### src/rtl/wave_pkg.sv
// Shared definitions for the waveform capture path: FSM states, default widths
// and the half-buffer depth of the sample RAM.
package wave_pkg;

    localparam int SAMPLE_W = 16;
    localparam int DATA_W   = 8;
    localparam int ADDR_W   = 8;

    localparam int HALF_DEPTH = 2 ** (ADDR_W - 1);

    typedef enum logic [1:0] {
        ARMED  = 2'd0,
        ACTIVE = 2'd1,
        WAIT   = 2'd2
    } wave_state_e;

endpackage

### src/rtl/wave_capture_ctrl_if.sv
// Bundle of the sample stream, display handshake and RAM-port signals seen by
// the capture controller; slave is the controller side.
interface wave_capture_ctrl_if #(
    parameter int SAMPLE_W = 16,
    parameter int DATA_W   = 8,
    parameter int ADDR_W   = 8
) ();

    logic                       new_sample;
    logic signed [SAMPLE_W-1:0] sample;
    logic                       display_idle;
    logic [ADDR_W-2:0]          read_index;
    logic                       ram_we;
    logic [ADDR_W-1:0]          ram_waddr;
    logic [DATA_W-1:0]          ram_wdata;
    logic [ADDR_W-1:0]          ram_raddr;
    logic [1:0]                 state;
    logic                       frame_done;

    modport slave (
        input  new_sample, sample, display_idle, read_index,
        output ram_we, ram_waddr, ram_wdata, ram_raddr, state, frame_done
    );

    modport master (
        output new_sample, sample, display_idle, read_index,
        input  ram_we, ram_waddr, ram_wdata, ram_raddr, state, frame_done
    );

endinterface

### src/rtl/zero_cross_detect.sv
// Rising zero-crossing detector: flags a non-negative sample that directly
// follows a negative one in the strobed sample stream.
module zero_cross_detect (
    input  logic clk,
    input  logic rst,
    input  logic new_sample_i,
    input  logic sample_msb_i,
    output logic trigger_o
);

    logic prev_neg_q;
    logic prev_neg_d;

    always_comb begin
        prev_neg_d = prev_neg_q;
        if (new_sample_i) begin
            prev_neg_d = sample_msb_i;
        end
    end

    always_ff @(posedge clk) begin
        if (rst) begin
            prev_neg_q <= 1'b0;
        end else begin
            prev_neg_q <= prev_neg_d;
        end
    end

    assign trigger_o = new_sample_i && prev_neg_q && !sample_msb_i;

endmodule

### src/rtl/wave_capture_ctrl.sv
// Triggered frame capture into one half of a ping-pong sample RAM while the
// display reads the other half; halves swap only while the display is idle.
module wave_capture_ctrl
    import wave_pkg::*;
#(
    parameter int SAMPLE_W = wave_pkg::SAMPLE_W,
    parameter int DATA_W   = wave_pkg::DATA_W,
    parameter int ADDR_W   = wave_pkg::ADDR_W
) (
    input  logic               clk,
    input  logic               rst,
    wave_capture_ctrl_if.slave bus
);

    localparam int IDX_W = ADDR_W - 1;
    localparam logic [IDX_W-1:0] IDX_ZERO = '0;
    localparam logic [IDX_W-1:0] IDX_ONE  = IDX_W'(1);
    localparam logic [IDX_W-1:0] IDX_LAST = '1;

    function automatic logic [DATA_W-1:0] to_offset_binary(
        input logic signed [SAMPLE_W-1:0] s
    );
        return {~s[SAMPLE_W-1], s[SAMPLE_W-2 -: DATA_W-1]};
    endfunction

    wave_state_e       state_q, state_d;
    logic              wbuf_q, wbuf_d;
    logic [IDX_W-1:0]  count_q, count_d;
    logic              we_q, we_d;
    logic [ADDR_W-1:0] waddr_q, waddr_d;
    logic [DATA_W-1:0] wdata_q, wdata_d;
    logic              frame_done_q, frame_done_d;
    logic              trigger;

    zero_cross_detect u_zcd (
        .clk          (clk),
        .rst          (rst),
        .new_sample_i (bus.new_sample),
        .sample_msb_i (bus.sample[SAMPLE_W-1]),
        .trigger_o    (trigger)
    );

    // Write strobe is one cycle wide; address/data hold their last value between writes.
    always_comb begin
        state_d      = state_q;
        wbuf_d       = wbuf_q;
        count_d      = count_q;
        we_d         = 1'b0;
        waddr_d      = waddr_q;
        wdata_d      = wdata_q;
        frame_done_d = 1'b0;

        case (state_q)
            ARMED: begin
                if (trigger) begin
                    we_d    = 1'b1;
                    waddr_d = {wbuf_q, IDX_ZERO};
                    wdata_d = to_offset_binary(bus.sample);
                    count_d = IDX_ONE;
                    state_d = ACTIVE;
                end
            end
            ACTIVE: begin
                if (bus.new_sample) begin
                    we_d    = 1'b1;
                    waddr_d = {wbuf_q, count_q};
                    wdata_d = to_offset_binary(bus.sample);
                    count_d = count_q + IDX_ONE;
                    if (count_q == IDX_LAST) begin
                        frame_done_d = 1'b1;
                        state_d      = WAIT;
                    end
                end
            end
            WAIT: begin
                if (bus.display_idle) begin
                    wbuf_d  = ~wbuf_q;
                    state_d = ARMED;
                end
            end
            default: begin
                state_d = ARMED;
            end
        endcase
    end

    always_ff @(posedge clk) begin
        if (rst) begin
            state_q      <= ARMED;
            wbuf_q       <= 1'b0;
            count_q      <= '0;
            we_q         <= 1'b0;
            waddr_q      <= '0;
            wdata_q      <= '0;
            frame_done_q <= 1'b0;
        end else begin
            state_q      <= state_d;
            wbuf_q       <= wbuf_d;
            count_q      <= count_d;
            we_q         <= we_d;
            waddr_q      <= waddr_d;
            wdata_q      <= wdata_d;
            frame_done_q <= frame_done_d;
        end
    end

    assign bus.ram_we     = we_q;
    assign bus.ram_waddr  = waddr_q;
    assign bus.ram_wdata  = wdata_q;
    assign bus.ram_raddr  = {~wbuf_q, bus.read_index};
    assign bus.state      = state_q;
    assign bus.frame_done = frame_done_q;

endmodule

### src/flat_wrapper.sv
// flat-port wrapper written by rule: the top's interface ports become plain ports
module wave_capture_ctrl_flat import wave_pkg::*;
#(
    parameter int SAMPLE_W = wave_pkg::SAMPLE_W,
    parameter int DATA_W   = wave_pkg::DATA_W,
    parameter int ADDR_W   = wave_pkg::ADDR_W
)
  (clk, rst, bus_new_sample, bus_sample, bus_display_idle, bus_read_index, bus_ram_we, bus_ram_waddr, bus_ram_wdata, bus_ram_raddr, bus_state, bus_frame_done);
  wave_capture_ctrl_if #(.SAMPLE_W(SAMPLE_W), .DATA_W(DATA_W), .ADDR_W(ADDR_W)) bus_i ();
  input  logic clk;
  input  logic rst;
  input wire logic [$bits(bus_i.new_sample)-1:0] bus_new_sample;
  input wire logic [$bits(bus_i.sample)-1:0] bus_sample;
  input wire logic [$bits(bus_i.display_idle)-1:0] bus_display_idle;
  input wire logic [$bits(bus_i.read_index)-1:0] bus_read_index;
  output wire logic [$bits(bus_i.ram_we)-1:0] bus_ram_we;
  output wire logic [$bits(bus_i.ram_waddr)-1:0] bus_ram_waddr;
  output wire logic [$bits(bus_i.ram_wdata)-1:0] bus_ram_wdata;
  output wire logic [$bits(bus_i.ram_raddr)-1:0] bus_ram_raddr;
  output wire logic [$bits(bus_i.state)-1:0] bus_state;
  output wire logic [$bits(bus_i.frame_done)-1:0] bus_frame_done;
  assign bus_i.new_sample = bus_new_sample;
  assign bus_i.sample = bus_sample;
  assign bus_i.display_idle = bus_display_idle;
  assign bus_i.read_index = bus_read_index;
  assign bus_ram_we = bus_i.ram_we;
  assign bus_ram_waddr = bus_i.ram_waddr;
  assign bus_ram_wdata = bus_i.ram_wdata;
  assign bus_ram_raddr = bus_i.ram_raddr;
  assign bus_state = bus_i.state;
  assign bus_frame_done = bus_i.frame_done;
  wave_capture_ctrl #(.SAMPLE_W(SAMPLE_W), .DATA_W(DATA_W), .ADDR_W(ADDR_W)) u_core (.clk(clk), .rst(rst), .bus(bus_i));
endmodule
### config.mk
export PLATFORM = sky130hd
export DESIGN_NAME = wave_capture_ctrl_flat
export DESIGN_NICKNAME = d
export VERILOG_FILES = /design/src/rtl/wave_pkg.sv /design/src/rtl/wave_capture_ctrl_if.sv /design/src/rtl/zero_cross_detect.sv /design/src/rtl/wave_capture_ctrl.sv /design/src/flat_wrapper.sv
export SDC_FILE = /design/constraint.sdc
export NUM_CORES = 1
export LEC_CHECK = 0
export BUFFER_PORTS_ARGS = -buffer_cell sky130_fd_sc_hd__buf_2
export CORE_MARGIN = 5
export CORE_UTILIZATION = 49
export CTS_BUF_LIST = sky130_fd_sc_hd__clkbuf_16
export DETAILED_ROUTE_END_ITERATION = 16
export HOLD_SLACK_MARGIN = 0.06
export PLACE_DENSITY_LB_ADDON = 0.08
export SLEW_MARGIN = 20
export SYNTH_ARGS = -nofsm -noshare
export SYNTH_HDL_FRONTEND = slang
export SYNTH_SLANG_ARGS = --single-unit
### constraint.sdc
create_clock -name clk -period 2.8 [get_ports clk]
set_input_delay 0.28 -clock clk [delete_from_list [all_inputs] [get_ports clk]]
set_output_delay 0.28 -clock clk [all_outputs]
set_load 0.03 [all_outputs]
==> flow_metrics.py, run 1 <==
metrics = {
    "outcome": {
        "outcome": "finished, final reports clean",
    },
    "finish": {
        "post-route-cell-area_um2": 1430,
        "syn2layout_area_growth_pct": 18.3,
        "instances_no_fill": 187,
        "antenna_cells": 0,
        "drive_gt1_frac": 0.274,
        "layout_commonest_cell": "buf_2",
        "nets": 185,
        "final_util": 0.593,
        "fill_cells": 229,
        "final_cell_mix": "buf_2 (32), dfxtp_1 (29), nand2_1 (19), nor2_1 (16), a21oi_1 (13)",
    },
    "clocking": {
        "cts_inserted_buffers": 5,
        "cts_max_level": 2,
        "cts_tree": "built",
        "ctsResizeCount": 0,
        "cts_setup_buffers": 0,
        "insertion_delay_ns": 0.26,
        "cts.sinks": 29,
        "root_buffer": "clkbuf_16",
        "cts_hold_buf": 0,
        "path_clk_slew_ns": 0.04,
        "cts_buffer_depth": 2,
    },
    "timing": {
        "finalCritPeriodShare": 0.576,
        "setup_slack_ns": 1.19,
        "fin_skew_ns": 0.00357,
        "tightest_slew_ns": 0.793,
        "maxSlewHeadroom": 0.471,
        "drv_slew": 0,
        "max_freq_ghz": 0.620,
        "setup_viol": 0,
        "finalSetupTns_ns": 0,
        "rsz0062_at_grt": "no",
        "hold_viol_final": 0,
        "period_minus_slack_ns": 1.61,
    },
    "logic_synthesis": {
        "synthArstFlopShare": 0,
        "yosysSeqAreaShare": 0.481,
        "ys.flop_type": "dfxtp_1",
        "synth_area_um2": 1210,
        "synth_top_area_frac": 0.481,
        "synthDistinctLibCells": 35,
        "synth.area.top_cells": "dfxtp_1 (48%), buf_4 (6.2%), nand2_1 (5.9%)",
        "synth_top_area_cell": "dfxtp_1",
        "synthesis.nets": 161,
        "syn_inst": 133,
        "ys_ff_latch": 29,
        "ys_warn_count": 0,
        "avgSynthCellArea_um2": 9.08,
        "synth_edf_count": 0,
    },
    "worst_setup_path": {
        "reg2regPathDepth": 4,
        "cp_num_buf_inv": 0,
        "reg2reg_from": "u_core.bus.state[0]",
        "crit_family": "simple AND/OR/NAND/NOR gates",
        "crit_type": "register to register",
        "end_kind": "register",
        "rrSetupSlack_ns": 1.19,
        "r2r_end": "u_core.bus.state[1]",
        "path_cells": "nor2b_4 > and2_1 > nand3_1 > a21oi_1",
        "critical_path.max_stage_delay_ns": 0.55,
        "crit_path_start_kind": "register",
        "worst-path-max-fanout": 11,
        "worstPathRequired_ns": 2.99,
        "path_depth": 4,
        "crit_arrival_ns": 1.80,
        "cpMaxStageDelayCell": "dfxtp_1",
    },
    "power_and_ir_drop": {
        "ir_drop_uv": 426,
        "p_per_area_nw_per_um2": 659,
        "p_leak_uw": 0.000592,
    },
    "placed_design": {
        "post_dp_cell_area_um2": 1300,
        "placedCellCount": 180,
        "io_buffers": 32,
        "dp_slack_ns": 1.16,
        "place_congestion": 0.821,
        "dp_hpwl_mm": 1.74,
    },
    "drt": {
        "wire_per_inst_um": 13.6,
        "dr.first_iter.drc_count": 37,
        "drc": 0,
        "ant_nets": 0,
        "drt_pass1_iterations": 4,
        "num_vias": 986,
        "drt-total-wl_mm": 2.55,
        "vias_per_cell": 5.27,
    },
    "grt": {
        "first_global_vias": 921,
        "grt_max_degree": 26,
        "grt_overflow": 0,
        "grt_use_total": 0.157,
        "antenna_found_initial": 0,
        "grt_pass1_wl_mm": 4.19,
    },
    "floorplan": {
        "die_area_um2": 3560,
        "fp.coreArea_um2": 2410,
        "pin_count": 55,
        "die_x_um": 59.6,
        "rows": 18,
        "dieHeight_um": 59.6,
        "initial_core_util": 0.501,
    },
    "job": {
        "max_cap_violations": 0,
    },
    "worst_hold_path": {
        "whs_path_depth": 2,
        "min_path_type": "primary input to register",
        "min_from": "bus_sample[15]",
        "min_to": "u_core.bus.ram_wdata[7]",
    },
}
layer usage:
layer,vias to the layer above,GRT usage,routed length (µm)
li1,501,-,-
met1,451,0.192,1120
met3,5,0.0588,170
met2,29,0.242,1220
met5,-,0,0
met4,0,0.0759,36
registers in the layout, summed over array words and instances (netlist names):
signal / cells
u_core.count_q: 7
u_core.bus.ram_waddr: 8
u_core.u_zcd.prev_neg_q: 1
u_core.bus.frame_done: 1
u_core.wbuf_q: 1
u_core.bus.ram_we: 1
u_core.bus.ram_wdata: 8
u_core.bus.state: 2
cell type report:
| cell class | count | area (µm²) | share of cell area |
|---|---|---|---|
| multi-input combinational | 88 | 514 | 0.360 |
| clock buffer | 5 | 125 | 0.0876 |
| timing repair buffer | 32 | 160 | 0.112 |
| inverter | 1 | 3.75 | 0.00263 |
| tap | 30 | 37.5 | 0.0263 |
| sequential | 29 | 581 | 0.406 |
| clock inverter | 2 | 7.51 | 0.00525 |
logic make-up (layout without fill, tap and decap cells):
| group | Yosys count | count (layout) | synth area share |
|---|---|---|---|
| xor+xnor | 3 | 3 | 0.0218 |
| simple gates | 53 | 53 | 0.221 |
| compound gates | 30 | 30 | 0.165 |
| buf+inv | 16 | 40 | 0.0933 |
| flops | 29 | 29 | 0.481 |
| mux | 1 | 1 | 0.00829 |
| fa+ha+maj | 1 | 1 | 0.0104 |
worst max path at each step:
stage,end,start,slack [ns]
4_1_cts,u_core.bus.state[1],u_core.bus.state[0],1.17
3_3_place_gp,u_core.count_q[5],bus_sample[15],1.18
2_1_floorplan,u_core.bus.state[1],u_core.bus.state[0],1.38
6_report,u_core.bus.state[1],u_core.bus.state[0],1.19
3_5_place_dp,u_core.count_q[5],bus_sample[15],1.16
5_1_grt,u_core.bus.state[1],u_core.bus.state[0],1.05
power by group:
group,switching (µW),internal (µW)
sequential,4.42,420
combinational,31.5,17.4
clock,154,315
cells in the mapped netlist (all sizes together), types with 2 or more instances:
| cell | number |
|---|---|
| dfxtp | 29 |
| nand2 | 19 |
| nor2 | 16 |
| a21oi | 13 |
| buf | 12 |
| a22oi | 6 |
| nand3 | 4 |
| clkbuf | 3 |
| a211oi | 2 |
| and2 | 2 |
| nand4 | 2 |
| nor2b | 2 |
| o21ai | 2 |
| xor2 | 2 |
through the flow:
step	hold WS (ns)	total power (µW)
global placement	0.440	480
global route	0.237	980
floorplan	0.376	486
detailed placement	0.446	481
finish	0.225	942
CTS	0.217	956
Power figures use the tool's default switching activity.
==> run 2: changes to the inputs <==
--- a/config.mk
+++ b/config.mk
@@ -5,9 +5,10 @@
 export SDC_FILE = /design/constraint.sdc
 export NUM_CORES = 1
 export LEC_CHECK = 0
+export ABC_AREA = 1
 export BUFFER_PORTS_ARGS = -buffer_cell sky130_fd_sc_hd__buf_2
 export CORE_MARGIN = 5
-export CORE_UTILIZATION = 49
+export CORE_UTILIZATION = 46
 export CTS_BUF_LIST = sky130_fd_sc_hd__clkbuf_16
 export DETAILED_ROUTE_END_ITERATION = 16
 export HOLD_SLACK_MARGIN = 0.06
==> constraint.sdc (replaced) <==
create_clock -name clk -period 1.6 [get_ports clk]
set_input_delay 0.16 -clock clk [delete_from_list [all_inputs] [get_ports clk]]
set_output_delay 0.16 -clock clk [all_outputs]
set_load 0.03 [all_outputs]
==> flow_metrics.py, run 2 <==
metrics = {
    "logic_synthesis": {
        "synth_top_area_frac": 0.458,
        "synth_area_um2": 1270,
        "ys.flop_type": "dfxtp_1",
        "avgSynthCellArea_um2": 7.58,
        "synth_compound_area_frac": 0.115,
        "ys_ff_latch": 29,
        "synthDistinctLibCells": 25,
        "synthTopCellsByCount": "dfxtp_1 (29), nand2_1 (28), nor2_1 (24), nand3_1 (17), inv_1 (16)",
        "synth.area.mux_share": 0,
        "synthesis.nets": 195,
        "yosys.area_share.adder": 0.00988,
        "synth_top_family_by_area": "simple AND/OR/NAND/NOR gates",
        "synth_edf_count": 0,
        "yosysSeqAreaShare": 0.458,
        "synthXorXnorAreaFrac": 0,
        "synthSimpleGateAreaFrac": 0.281,
        "synthArstFlopShare": 0,
        "yosysMostFrequentCell": "dfxtp_1",
        "synth_top_area_cell": "dfxtp_1",
        "synth.area.top_cells": "dfxtp_1 (46%), nand2_1 (8.3%), nor2_1 (7.1%)",
        "ys_warn_count": 0,
        "syn_inst": 167,
    },
    "clocking": {
        "cts_hold_buf": 0,
        "cts_max_level": 2,
        "insertion_delay_ns": 0.27,
        "root_buffer": "clkbuf_16",
        "cts_tree": "built",
        "cts_buffer_depth": 2,
        "cts.sinks": 29,
        "ctsResizeCount": 0,
        "cts_inserted_buffers": 5,
        "cts_setup_buffers": 0,
        "path_clk_slew_ns": 0.05,
    },
    "power_and_ir_drop": {
        "swShare": 0.255,
        "p_total_uw": 1860,
        "seqPwrFrac": 0.415,
        "p_leak_uw": 0.000762,
        "combPwrFrac": 0.121,
        "pwr-share-clk": 0.464,
        "ir_drop_uv": 791,
        "p_int_uw": 1390,
        "power.switching_uw": 475,
        "p_per_area_nw_per_um2": 1210,
    },
    "grt": {
        "first_global_vias": 1095,
        "grt_use_total": 0.151,
        "antenna_found_initial": 0,
        "grt_pass1_wl_mm": 4.82,
        "grt_overflow": 0,
        "grt_max_degree": 23,
    },
    "drt": {
        "num_vias": 1087,
        "vias_per_cell": 4.79,
        "ant_nets": 0,
        "drt_pass1_iterations": 4,
        "dr.first_iter.drc_count": 35,
        "wire_per_inst_um": 12.1,
        "drc": 0,
        "drt-total-wl_mm": 2.75,
    },
    "timing": {
        "drv_slew": 0,
        "finalSetupTns_ns": 0,
        "tightest_slew_ns": 0.314,
        "rsz0062_at_grt": "no",
        "maxSlewHeadroom": 0.791,
        "hold_viol_final": 0,
        "max_freq_ghz": 0.750,
        "setup_viol": 0,
        "finalCritPeriodShare": 0.833,
        "period_minus_slack_ns": 1.33,
        "fin_skew_ns": 0.00169,
    },
    "finish": {
        "layout_commonest_cell": "buf_2",
        "drive_gt1_frac": 0.260,
        "nets": 223,
        "antenna_cells": 0,
        "final_cell_mix": "buf_2 (32), dfxtp_1 (29), nand2_1 (28), nor2_1 (24)",
        "fill_cells": 259,
        "syn2layout_area_growth_pct": 21.3,
    },
    "floorplan": {
        "dieHeight_um": 62.5,
        "rows": 19,
        "initial_core_util": 0.471,
        "die_x_um": 62.5,
        "die_area_um2": 3900,
        "pin_count": 55,
        "fp.coreArea_um2": 2690,
    },
    "placed_design": {
        "io_buffers": 32,
        "place_congestion": 0.850,
        "dp_hpwl_mm": 2.02,
    },
    "worst_setup_path": {
        "r2r_end": "u_core.bus.ram_waddr[0]",
        "crit_arrival_ns": 1.50,
        "worst-path-max-fanout": 22,
        "worstPathRequired_ns": 1.76,
        "crit_type": "register to register",
        "crit_path_end": "u_core.bus.ram_waddr[0]",
        "cpMaxStageDelayCell": "dfxtp_1",
        "crit_path_start_kind": "register",
        "reg2reg_from": "u_core.bus.state[0]",
        "rrSetupSlack_ns": 0.27,
        "end_kind": "register",
        "reg2regPathDepth": 7,
        "cp-startpoint": "u_core.bus.state[0]",
        "path_cells": "nand2_2 > nor2_8 > inv_4 > nand2_4 > nand2_1 > o21ai_1 > nor2_1",
        "critical_path.max_stage_delay_ns": 0.41,
    },
    "worst_hold_path": {
        "min_path_type": "primary input to register",
    },
    "job": {
        "max_cap_violations": 0,
    },
    "outcome": {
        "outcome": "finished, final reports clean",
    },
}
-- run 2: worst min path at each step --
stage | start | to | cells after the start
finish | bus_sample[8] | u_core.bus.ram_wdata[0] | 3
global route | bus_sample[8] | u_core.bus.ram_wdata[0] | 3
CTS | bus_sample[8] | u_core.bus.ram_wdata[0] | 3
detailed placement | bus_read_index[3] | bus_ram_raddr[3] | 0
global placement | bus_read_index[3] | bus_ram_raddr[3] | 0
floorplan | bus_new_sample | u_core.u_zcd.prev_neg_q | 1
-- run 2: worst max-delay path: cells and delay by family (launching register included) --
family / cells / cell delay, ns
flip-flops: 1 / 0.41
buffers and inverters: 1 / 0.07
AO/OA/AOI/OAI: 1 / 0.09
AND/OR/NAND/NOR: 5 / 0.67
-- run 2: kinds of logic after synthesis --
group | count (synthesis)
buffers and inverters | 33
AOI/OAI and AO/OA | 27
and+or+nand+nor | 77
DFF | 29
adders and majority gates | 1
-- run 2: area by class of cell --
class	instances	area, µm²	share of cell area
well taps	31	38.8	0.0252
inverters	20	77.6	0.0505
multi-input cells	105	513	0.334
clock buffers	5	125	0.0814
flip-flops and latches	29	581	0.378
repair buffers	34	188	0.122
clock inverters	3	13.8	0.00896
-- run 2: metrics by stage --
step,hold slack (ns),setup slack [ns],utilization,instances,instance area [µm²]
floorplan,0.259,0.193,-,167,1270
global placement,0.320,0.285,0.520,219,1400
detailed placement,0.320,0.256,0.520,219,1400
CTS,0.113,0.244,0.572,227,1540
global route,0.126,0.0607,0.572,227,1540
finish,0.114,0.266,0.572,227,1540
-- run 2: power groups by stage --
stage | sequential, µW | clock (µW) | combinational, µW
finish | 772 | 864 | 225
CTS | 771 | 889 | 229
floorplan | 833 | 0 | 149
global placement | 785 | 0 | 224
detailed placement | 786 | 0 | 228
global route | 775 | 928 | 252
-- run 2: layer usage --
metal / share of wire / global-route usage / up-vias
li1: - / - / 581
met1: 0.44 / 0.175 / 464
met2: 0.47 / 0.244 / 36
met3: 0.076 / 0.0540 / 6
met4: 0.018 / 0.0769 / 0
met5: 0 / 0 / -
